$ cat src/rtl/div_hilo_ctrl_if.sv
// rtl/div_hilo_ctrl_if.sv - control-unit, divider and HI/LO signals of the divide sequencer
interface div_hilo_ctrl_if;
  logic        start;
  logic [31:0] rs;
  logic [31:0] rt;
  logic        mt_hi;
  logic        mt_lo;
  logic [31:0] write_data;
  logic        mult_done;
  logic [31:0] mult_hi;
  logic [31:0] mult_lo;
  logic        div_done;
  logic        div0;
  logic [31:0] div_hi;
  logic [31:0] div_lo;
  logic [31:0] div_a;
  logic [31:0] div_b;
  logic        div_reset;
  logic        div_ctrl;
  logic [31:0] hi;
  logic [31:0] lo;
  logic        busy;
  logic        done;
  logic        div_zero;
  logic        timeout;

  modport master (
    output start, rs, rt, mt_hi, mt_lo, write_data,
    output mult_done, mult_hi, mult_lo,
    output div_done, div0, div_hi, div_lo,
    input  div_a, div_b, div_reset, div_ctrl,
    input  hi, lo, busy, done, div_zero, timeout
  );

  modport slave (
    input  start, rs, rt, mt_hi, mt_lo, write_data,
    input  mult_done, mult_hi, mult_lo,
    input  div_done, div0, div_hi, div_lo,
    output div_a, div_b, div_reset, div_ctrl,
    output hi, lo, busy, done, div_zero, timeout
  );
endinterface

$ cat src/rtl/div_hilo_ctrl.sv
// rtl/div_hilo_ctrl.sv - divider sequencer and architectural HI/LO register bank
module div_hilo_ctrl #(
  parameter int unsigned MAX_CYCLES = 0
) (
  input logic           clk,
  input logic           resetn,
  div_hilo_ctrl_if.slave bus
);

  typedef enum logic [2:0] {IDLE, CLR, LOAD, WAIT, FIN} state_t;

  localparam logic [31:0] WD_LAST = 32'(MAX_CYCLES - 1);

  state_t      state;
  state_t      state_next;
  logic [31:0] op_a;
  logic [31:0] op_b;
  logic [31:0] cnt;
  logic [31:0] hi_q;
  logic [31:0] lo_q;
  logic        zero_q;
  logic        tmo_q;
  logic        busy;
  logic        wd_hit;
  logic        in_wait;

  assign busy    = (state == CLR) || (state == LOAD) || (state == WAIT);
  assign in_wait = (state == WAIT);
  assign wd_hit  = (MAX_CYCLES != 0) && (cnt == WD_LAST);

  always_comb begin
    state_next = state;
    case (state)
      IDLE:    if (bus.start) state_next = CLR;
      CLR:     state_next = LOAD;
      LOAD:    state_next = WAIT;
      WAIT:    if (bus.div0 || bus.div_done || wd_hit) state_next = FIN;
      FIN:     state_next = IDLE;
      default: state_next = IDLE;
    endcase
  end

  always_ff @(posedge clk) begin
    if (!resetn) begin
      state  <= IDLE;
      op_a   <= '0;
      op_b   <= '0;
      cnt    <= '0;
      hi_q   <= '0;
      lo_q   <= '0;
      zero_q <= 1'b0;
      tmo_q  <= 1'b0;
    end else begin
      state <= state_next;
      if (state == IDLE && bus.start) begin
        op_a <= bus.rs;
        op_b <= bus.rt;
      end
      if (state == LOAD)
        cnt <= '0;
      else if (in_wait)
        cnt <= cnt + 32'd1;
      // Exception flags are captured on the edge into FIN, so they are high only in FIN.
      zero_q <= in_wait && bus.div0;
      tmo_q  <= in_wait && !bus.div0 && !bus.div_done && wd_hit;
      // The divider presents quotient on its HI and remainder on its LO; MIPS wants the reverse.
      if (in_wait && !bus.div0 && bus.div_done) begin
        hi_q <= bus.div_lo;
        lo_q <= bus.div_hi;
      end else if (!busy) begin
        if (bus.mult_done) begin
          hi_q <= bus.mult_hi;
          lo_q <= bus.mult_lo;
        end else begin
          if (bus.mt_hi) hi_q <= bus.write_data;
          if (bus.mt_lo) lo_q <= bus.write_data;
        end
      end
    end
  end

  assign bus.div_a     = op_a;
  assign bus.div_b     = op_b;
  assign bus.div_reset = !resetn || (state == CLR);
  assign bus.div_ctrl  = (state == LOAD);
  assign bus.hi        = hi_q;
  assign bus.lo        = lo_q;
  assign bus.busy      = busy;
  assign bus.done      = (state == FIN);
  assign bus.div_zero  = zero_q;
  assign bus.timeout   = tmo_q;

endmodule
$ cat src/flat_wrapper.sv
// flat-port wrapper written by rule: the top's interface ports become plain ports
module div_hilo_ctrl_flat 
#(
  parameter int unsigned MAX_CYCLES = 0
)
  (clk, resetn, bus_start, bus_rs, bus_rt, bus_mt_hi, bus_mt_lo, bus_write_data, bus_mult_done, bus_mult_hi, bus_mult_lo, bus_div_done, bus_div0, bus_div_hi, bus_div_lo, bus_div_a, bus_div_b, bus_div_reset, bus_div_ctrl, bus_hi, bus_lo, bus_busy, bus_done, bus_div_zero, bus_timeout);
  div_hilo_ctrl_if bus_i ();
  input logic clk;
  input logic resetn;
  input wire logic [$bits(bus_i.start)-1:0] bus_start;
  input wire logic [$bits(bus_i.rs)-1:0] bus_rs;
  input wire logic [$bits(bus_i.rt)-1:0] bus_rt;
  input wire logic [$bits(bus_i.mt_hi)-1:0] bus_mt_hi;
  input wire logic [$bits(bus_i.mt_lo)-1:0] bus_mt_lo;
  input wire logic [$bits(bus_i.write_data)-1:0] bus_write_data;
  input wire logic [$bits(bus_i.mult_done)-1:0] bus_mult_done;
  input wire logic [$bits(bus_i.mult_hi)-1:0] bus_mult_hi;
  input wire logic [$bits(bus_i.mult_lo)-1:0] bus_mult_lo;
  input wire logic [$bits(bus_i.div_done)-1:0] bus_div_done;
  input wire logic [$bits(bus_i.div0)-1:0] bus_div0;
  input wire logic [$bits(bus_i.div_hi)-1:0] bus_div_hi;
  input wire logic [$bits(bus_i.div_lo)-1:0] bus_div_lo;
  output wire logic [$bits(bus_i.div_a)-1:0] bus_div_a;
  output wire logic [$bits(bus_i.div_b)-1:0] bus_div_b;
  output wire logic [$bits(bus_i.div_reset)-1:0] bus_div_reset;
  output wire logic [$bits(bus_i.div_ctrl)-1:0] bus_div_ctrl;
  output wire logic [$bits(bus_i.hi)-1:0] bus_hi;
  output wire logic [$bits(bus_i.lo)-1:0] bus_lo;
  output wire logic [$bits(bus_i.busy)-1:0] bus_busy;
  output wire logic [$bits(bus_i.done)-1:0] bus_done;
  output wire logic [$bits(bus_i.div_zero)-1:0] bus_div_zero;
  output wire logic [$bits(bus_i.timeout)-1:0] bus_timeout;
  assign bus_i.start = bus_start;
  assign bus_i.rs = bus_rs;
  assign bus_i.rt = bus_rt;
  assign bus_i.mt_hi = bus_mt_hi;
  assign bus_i.mt_lo = bus_mt_lo;
  assign bus_i.write_data = bus_write_data;
  assign bus_i.mult_done = bus_mult_done;
  assign bus_i.mult_hi = bus_mult_hi;
  assign bus_i.mult_lo = bus_mult_lo;
  assign bus_i.div_done = bus_div_done;
  assign bus_i.div0 = bus_div0;
  assign bus_i.div_hi = bus_div_hi;
  assign bus_i.div_lo = bus_div_lo;
  assign bus_div_a = bus_i.div_a;
  assign bus_div_b = bus_i.div_b;
  assign bus_div_reset = bus_i.div_reset;
  assign bus_div_ctrl = bus_i.div_ctrl;
  assign bus_hi = bus_i.hi;
  assign bus_lo = bus_i.lo;
  assign bus_busy = bus_i.busy;
  assign bus_done = bus_i.done;
  assign bus_div_zero = bus_i.div_zero;
  assign bus_timeout = bus_i.timeout;
  div_hilo_ctrl #(.MAX_CYCLES(MAX_CYCLES)) u_core (.clk(clk), .resetn(resetn), .bus(bus_i));
endmodule
$ cat config.mk
export PLATFORM = sky130hd
export DESIGN_NAME = div_hilo_ctrl_flat
export DESIGN_NICKNAME = d
export VERILOG_FILES = /design/src/rtl/div_hilo_ctrl_if.sv /design/src/rtl/div_hilo_ctrl.sv /design/src/flat_wrapper.sv
export SDC_FILE = /design/constraint.sdc
export NUM_CORES = 1
export LEC_CHECK = 0
export BUFFER_PORTS_ARGS = -buffer_cell sky130_fd_sc_hd__buf_2
export CORE_UTILIZATION = 25
export DETAILED_ROUTE_END_ITERATION = 12
export SLEW_MARGIN = 40
export SYNTH_ARGS = -nofsm -noshare
export SYNTH_HDL_FRONTEND = slang
export SYNTH_SLANG_ARGS = --single-unit
$ cat constraint.sdc
create_clock -name clk -period 1.5 [get_ports clk]
set_clock_uncertainty 0.05 [all_clocks]
set_input_delay 0.3 -clock clk [delete_from_list [all_inputs] [get_ports clk]]
set_output_delay 0.3 -clock clk [all_outputs]
set_load 0.02 [all_outputs]
# Yosys cells after proc, flatten, opt, wreduce, memory -nomap -nowiden
# Index checks and enable logic that the tools add are counted.
[word_totals]
in_bits = 232
output_inout_bits = 134
ff_bits = 132
[op_classes]
n_reduce_logical = 16
mux = 11
n_eq_ne = 7
[ops]
columns = ["op", "count"]
rows = [
  ["32-bit 2-to-1 mux", 8],
  ["3-bit case mux with 4 select lines", 1],
  ["3-bit by 2-bit equality test with 1-bit output (second input constant)", 2],
  ["3-bit 2-to-1 mux", 2],
  ["2-bit AND reduction", 3],
  ["3-bit nonzero test", 2],
  ["1-bit logical AND", 4],
  ["1-bit logical OR", 4],
  ["2-bit inequality test (second input constant)", 2],
  ["3-bit by 1-bit equality test with 1-bit output (second input constant)", 1],
  ["3-bit equality test (second input constant)", 1],
  ["3-bit logical NOT", 1],
  ["1-bit logical NOT", 2],
  ["2-bit by 1-bit inequality test with 1-bit output (second input constant)", 1],
]

# Logic depth before layout (Yosys ltp)
# Gate-level depths: netlist (run 1).
[depth]
depth_word = 5
depth_mapped = 7

# Worst setup path before layout (run 1)
# Ideal clock, no wire load.
[synth_timing]
kind = "reg2reg"
start = "reg u_core.state[0]"
end = "reg u_core.hi_q[21], in the netlist u_core.bus.hi[21]"
arrival_time_ns = 1.302
required_ns = 1.312
stages_incl_launch_ff = 8
synth_period_minus_slack_ns = 1.490
slack_ns = 0.010
cell_sequence = "dfxtp_1 -> buf_6 -> o21bai_2 -> inv_2 -> buf_6 -> buf_6 -> a2111oi_2 -> o32ai_1"
[synth_between]
elab_chain_cells = 5
[synth_lines]
columns = ["element", "line_no", "source"]
rows = [
  ["start: declaration", "div_hilo_ctrl.sv:14", "state_t state;"],
  ["start signal: assignment", "div_hilo_ctrl.sv:54", "state <= state_next;"],
  ["3-bit by 1-bit equality test with 1-bit output / 3-bit by 2-bit equality test with 1-bit output (equally long branches)", "div_hilo_ctrl.sv:27", "assign busy = (state == CLR) || (state == LOAD) || (state == WAIT);"],
  ["1-bit logical OR", "div_hilo_ctrl.sv:27", ""],
  ["1-bit logical OR *", "div_hilo_ctrl.sv:27", ""],
  ["named net bus_busy", "flat_wrapper.sv:29", "output wire logic [$bits(bus_i.busy)-1:0] bus_busy;"],
  ["2-bit by 1-bit inequality test with 1-bit output (no source line) *", "-", ""],
  ["2-bit AND reduction (no source line) *", "-", ""],
  ["end signal: assignment", "div_hilo_ctrl.sv:68", "hi_q <= bus.div_lo;"],
  ["end signal: assignment", "div_hilo_ctrl.sv:72", "hi_q <= bus.mult_hi;"],
  ["end signal: assignment", "div_hilo_ctrl.sv:75", "if (bus.mt_hi) hi_q <= bus.write_data;"],
  ["end: declaration", "div_hilo_ctrl.sv:19", "logic [31:0] hi_q;"],
]
# Mark *: on every way through the listed nets, which the timed path passes. The rest lies on a longest branch.
# A chain may end at the register's enable or synchronous reset.

# Worst setup path after layout (run 1)
[layout_timing]
start = "reg u_core.state[1]"
end = "out bus_div_ctrl"
[layout_between]
elab_chain_cells = 1
[layout_lines]
columns = ["element", "line_no", "source"]
rows = [
  ["3-bit by 2-bit equality test with 1-bit output", "div_hilo_ctrl.sv:85", "assign bus.div_ctrl = (state == LOAD);"],
  ["end: declaration", "flat_wrapper.sv:26", "output wire logic [$bits(bus_i.div_ctrl)-1:0] bus_div_ctrl;"],
]
# Every way passes these cells.

==> flow_summary.toml, run 1 <==
[worst_setup_path]
cp.required_ns = 1.15
crit_chain = "buf_6 -> inv_4 -> buf_6 -> nor3_2 -> buf_4"
cp_num_buf_inv = 4
endpoint_kind = "output port"
worst_path_max_delay_cell = "dfxtp_4"
cpLargestDelayFamily = "buffers and inverters"
cpMostUsedCell = "buf_6"
start_kind = "register"
slowest_delay_ns = 0.37
path_max_fanout = 3
crit_arrival_ns = 1.30
path_class = "register to output port"

[finish]
nNetsFinal = 1372
syn2layout_area_growth_pct = 86.7
drive_gt1_frac = 0.564
design_area_sq_um = 11900

[pwr]
vdd_drop_max_uv = 644
p_leak_nw = 5.17
cellPowerDensity_nw_per_um2 = 1060
report.power.total_mw = 12.5

[logic_synthesis]
avgSynthCellArea_sq_um = 8.89
synth_area_leader_cell = "dfxtp_1"
yosys.area.top_type_share = 0.416
synth_enable_flop_cells = 0
ys.warnings.count = 0
synth.distinct_cells = 32
synth_seq_cells = 132
syn_area_sq_um = 6350
synth_flop_cell = "dfxtp_1"
netlist_top_cells_count = "132 x dfxtp_1, 129 x nand2_1, 65 x inv_1"
yosysSeqAreaShare = 0.416
syn_inst = 714
synth_nets = 946
yosys.cell_count.top_type = "dfxtp_1"
synthArstFlopShare = 0
synth_area_leaders = "dfxtp_1 42%, a2111oi_2 9.0%, o32ai_1 8.8%, nand2_1 7.6%, a21boi_1 7.1%"

[cts]
cts_hold_buf = 0
htreeDepth = 4
cts_tree = "done"
cts.sinks = 132
clock_latency_ns = 0.41
cts_buffers = 17
clockBufferDepth = 2
path_clk_slew_ns = 0.07
cts-root-buf = "clkbuf_16"

[drt]
vias = 7271
wl_met3_microns = 1450
dr_wl_met2_microns = 14700
wirelength_microns = 28800
drt_pre_antenna_iters = 5
drtIter0Drc = 519
ant_nets = 0
wl_per_cell_microns = 19.5
drc_errors = 0
routed_via_density = 4.92
wl_met1_microns = 11900
routed.top_layer = "met4"

[timing]
timing.fmax_mhz = 605
rsz0062_at_grt = "true"
slew_violations = 0
max_slew_margin = 0.628
post-route-period-util = 1.10
setup_viol = 132
hold_viol = 0
worst_pin_slew_ns = 0.558
final.setup.worst_slack_ns = -0.154
period_minus_slack_ns = 1.65

[placed_design]
dp.final_hpwl_microns = 18100
placed_area_sq_um = 9020
dpl_worst_slack_ns = -0.410
gp_congestion = 0.880
numPortBuffers = 364

[job]
maxCapViolCount = 0

[global_routing]
grt_pass1_wl_microns = 40800
grt_use_total = 0.204
antenna_found_initial = 2
grt_max_degree = 65
grt_pass1_vias = 7127
grt-ovfl-total = 0

[die]
dieArea_sq_um = 26000
rows = 57
coreArea_sq_um = 24600
die_w_microns = 161
die_h_microns = 161
boundaryPins = 366
initial_core_util = 0.258

[min_path]
hold_path_class = "input port to register"

[outcome]
violations = "negative setup slack"
outcome = "finished, violations left"
[stage by stage]
| stage | hold slack (ns) | instances | TNS [ns] | utilization |
|---|---|---|---|---|
| floorplan | 0.372 | 714 | 0 | - |
| global placement | 0.389 | 1409 | -12.66 | 0.367 |
| detailed placement | 0.393 | 1409 | -14.37 | 0.367 |
| CTS | 0.0354 | 1472 | -11.29 | 0.450 |
| global route | 0.0507 | 1479 | -19.00 | 0.482 |
| finish | 0.0531 | 1479 | -13.72 | 0.482 |
[power by group]
part	switching, mW	internal [mW]	leakage [nW]
Sequential	0.187	3.87	1.09
Combinational	2.26	1.97	3.79
Clock	1.99	2.24	0.291
Total	4.44	8.09	5.17
[sequential cells by signal, summed over array words and instances (netlist names)]
name / cells
u_core.bus.div_b: 32
u_core.bus.div_zero: 1
u_core.bus.hi: 32
u_core.bus.div_a: 32
u_core.state: 3
u_core.bus.lo: 32
[layout by cell type, fill, tap and decap left out, types with 4 or more instances in the layout]
cell | synthesis | routed
clkbuf_16 | 0 | 23
a2111oi_4 | 0 | 59
buf_8 | 0 | 7
dfxtp_1 | 132 | 129
a2111oi_2 | 38 | 4
buf_6 | 12 | 12
nor2b_1 | 33 | 33
o32ai_4 | 0 | 9
inv_8 | 0 | 6
a21boi_1 | 60 | 60
a21oi_1 | 64 | 64
nand2_1 | 129 | 129
buf_4 | 9 | 59
inv_1 | 65 | 64
buf_16 | 0 | 9
o32ai_1 | 64 | 11
buf_12 | 0 | 31
a21boi_0 | 4 | 4
o32ai_2 | 0 | 44
buf_2 | 29 | 359
inv_6 | 0 | 6
[worst min-delay path, stage by stage]
cell     delay [ns]
buf_2          0.07
inv_1          0.04
o32ai_2        0.07
[worst paths after layout]
| kind | startpoint | end | slack, ns | cells past startpoint |
|---|---|---|---|---|
| max | u_core.state[1] | bus_div_ctrl | -0.15 | 5 |
| min | bus_div_hi[11] | u_core.bus.lo[11] | 0.05 | 3 |
| max reg2reg | u_core.state[1] | u_core.bus.lo[21] | -0.15 | 8 |
| min reg2reg | u_core.bus.div_b[22] | u_core.bus.div_b[22] | 0.40 | 2 |
[per-layer routing]
metal | global-route usage | up-vias
li1 | - | 3430
met1 | 0.249 | 3531
met2 | 0.351 | 274
met3 | 0.0357 | 36
met4 | 0.0849 | 0
met5 | 0 | -
[layout make-up]
cell class / instances / area, sq um
diodes: 2 / 5.00
clock buffers: 17 / 425
clock inverters: 15 / 158
fillers: 2302 / 12800
inverters: 66 / 253
multi-input cells: 440 / 4460
flip-flops and latches: 132 / 2650
well taps: 324 / 405
repair buffers: 483 / 3500
[cell families (layout without fill, tap and decap cells)]
logic type | after synthesis | after routing | synth area share
AND/OR/NAND/NOR | 178 | 178 | 0.125
buffers and inverters | 142 | 581 | 0.110
other | 1 | 3 | 0.000591
AO/OA/AOI/OAI | 261 | 261 | 0.349
flip-flops | 132 | 132 | 0.416
[repair_timing]
action / in CTS / in global routing
buffers inserted: 20 / 1
pin swaps: 31 / 57
cloned: 11 / 6
endpoints found under the setup margin: 132 / 132
resized for setup: 163 / 79
Note: power is estimated with default switching activity, not from simulation.
==> inputs of run 2 (changes only) <==
--- a/config.mk
+++ b/config.mk
@@ -5,6 +5,7 @@
 export SDC_FILE = /design/constraint.sdc
 export NUM_CORES = 1
 export LEC_CHECK = 0
+export ABC_AREA = 1
 export BUFFER_PORTS_ARGS = -buffer_cell sky130_fd_sc_hd__buf_2
 export CORE_UTILIZATION = 25
 export DETAILED_ROUTE_END_ITERATION = 12
==> run 2 against run 1 <==
The run still ends with negative setup slack left. Power up 6.3%. Clock power up 3%. Flip-flop and latch count unchanged. Count of clock-buffer cells in the layout grew 1. Synthesized cell count is 48% higher. Largest power group unchanged.
==> flow_summary.toml, run 2 <==
[pwr]
report.power.total_mw = 13.3
seq_power_share = 0.320
p_leak_nw = 5.91
pwr-share-clk = 0.328
cellPowerDensity_nw_per_um2 = 1170
intPower_mw = 8.51
swShare = 0.361
p_switching_mw = 4.81
combPwrFrac = 0.352
vdd_drop_max_uv = 636

[drt]
ant_nets = 0
wirelength_microns = 30700
routed_via_density = 4.71
drtIter0Drc = 345
drt_pre_antenna_iters = 5
wl_per_cell_microns = 16.8
drc_errors = 0
vias = 8610

[cts]
cts_hold_buf = 0
path_clk_slew_ns = 0.07
clockBufferDepth = 2
clock_latency_ns = 0.41
htreeDepth = 4
cts_buffers = 17
cts_tree = "done"
cts-root-buf = "clkbuf_16"
cts.sinks = 132

[global_routing]
antenna_found_initial = 0
grt_max_degree = 55
grt_pass1_wl_microns = 41800
grt_use_total = 0.190
grt_pass1_vias = 7819
grt-ovfl-total = 0

[worst_setup_path]
start_kind = "register"
path_class = "register to register"
ff2ff_setup_slack_ns = -0.19
endpoint_kind = "register"
cp.required_ns = 1.76
crit_arrival_ns = 1.95
path_max_fanout = 6

[finish]
layout_common_cells = "359 x buf_2, 319 x nand2_1, 129 x dfxtp_1"
syn2layout_area_growth_pct = 66.5
nNetsFinal = 1705
final_common_cell = "buf_2"
final_core_util = 0.424
instances_no_fill = 1827
design_area_sq_um = 11400
drive_gt1_frac = 0.417
fillers = 2810
antenna_cells = 0

[logic_synthesis]
syn_area_sq_um = 6840
synth_nets = 1290
yosys.cell_count.top_type = "nand2_1"
avgSynthCellArea_sq_um = 6.46
synth_area_leaders = "dfxtp_1 39%, nand2_1 20%, nor2_1 7.3%, nand3b_1 7.1%, nand4_1 5.9%"
yosys.area.top_type_share = 0.386
yosysSeqAreaShare = 0.386
synthArstFlopShare = 0
synth_flop_cell = "dfxtp_1"
syn_inst = 1058
synth_enable_flop_cells = 0
ys.warnings.count = 0
synth.distinct_cells = 21
synth_seq_cells = 132
netlist_top_cells_count = "362 x nand2_1, 133 x nor2_1, 132 x dfxtp_1"
synth_area_leader_cell = "dfxtp_1"

[min_path]
hold_path_class = "input port to register"

[timing]
rsz0062_at_grt = "true"
timing.fmax_mhz = 593
max_slew_margin = 0.653
worst_pin_slew_ns = 0.521
period_minus_slack_ns = 1.69
hold_viol = 0
hold_slack_ns = 0.0982
setup_viol = 122
final.setup.worst_slack_ns = -0.187
post-route-period-util = 1.12
slew_violations = 0

[die]
initial_core_util = 0.254
dieArea_sq_um = 28000
coreArea_sq_um = 26900
boundaryPins = 366
die_w_microns = 167
rows = 60
die_h_microns = 167

[placed_design]
gp_congestion = 0.862
dp.final_hpwl_microns = 19800
placed_area_sq_um = 9200
dp.cells = 1729
numPortBuffers = 364

[outcome]
outcome = "finished, violations left"
violations = "negative setup slack"

[job]
maxCapViolCount = 0
-- run 2: path summary, 6_finish.rpt --
check,start,end,cells after the start
min reg2reg,u_core.bus.div_b[29],u_core.bus.div_b[29],2
max reg2reg,u_core.state[0],u_core.bus.hi[2],11
min,bus_rt[3],u_core.bus.div_b[3],3
max,u_core.state[0],u_core.bus.hi[2],11
-- run 2: worst max-delay path: stages, from the launching register on --
cell and delay (ns):
dfxtp_2 0.34, buf_4 0.11, nand2_2 0.06, nor2_4 0.12, buf_12 0.12, nand3_4 0.16
buf_12 0.20, clkbuf_16 0.17, nand2_4 0.06, nand2_2 0.04, nor2_1 0.11, nor2_1 0.04
-- run 2: cell families after synthesis --
| kind of cell | after synthesis | synth area share |
|---|---|---|
| compound gates | 130 | 0.0953 |
| buf+inv | 163 | 0.108 |
| flops | 132 | 0.386 |
| other cells | 1 | 0.000548 |
| simple gates | 632 | 0.410 |
-- run 2: area by class of cell --
class / instances / area [sq um] / share of cell area
clock inverters: 14 / 169 / 0.0148
inverters: 77 / 312 / 0.0274
clock buffers: 18 / 429 / 0.0377
flip-flops and latches: 132 / 2650 / 0.232
multi-input cells: 767 / 3950 / 0.346
repair buffers: 478 / 3460 / 0.304
well taps: 341 / 427 / 0.0375
-- run 2: power groups by stage --
| stage | Clock (mW) | Sequential (mW) | Combinational, mW |
|---|---|---|---|
| 6_report | 4.37 | 4.27 | 4.69 |
| 5_1_grt | 4.64 | 4.32 | 5.07 |
| 4_1_cts | 4.48 | 4.26 | 3.93 |
| 3_5_place_dp | 0 | 4.33 | 3.69 |
| 3_3_place_gp | 0 | 4.31 | 3.68 |
| 2_1_floorplan | 0 | 4.92 | 1.58 |
-- run 2: timing repair --
item	4_1_cts	5_1_grt
endpoints found under the hold margin	0	0
pin swaps	2	43
setup buffers	12	24
cloned	4	26
resized for setup	43	212
setup endpoints to repair	18	134
-- run 2: stage by stage --
step	worst slack, ns	TNS, ns
after global placement	-0.0591	-0.220
after CTS	-0.206	-6.62
after floorplan	0.189	0
after global routing	-0.264	-18.63
final	-0.187	-10.60
after detailed placement	-0.0482	-0.266
-- run 2: per-layer routing --
layer | wire, microns | vias up | GRT usage
li1 | - | 4229 | -
met4 | 716 | 0 | 0.0658
met2 | 14900 | 401 | 0.326
met3 | 2630 | 45 | 0.0553
met1 | 12400 | 3935 | 0.225
met5 | 0 | - | 0
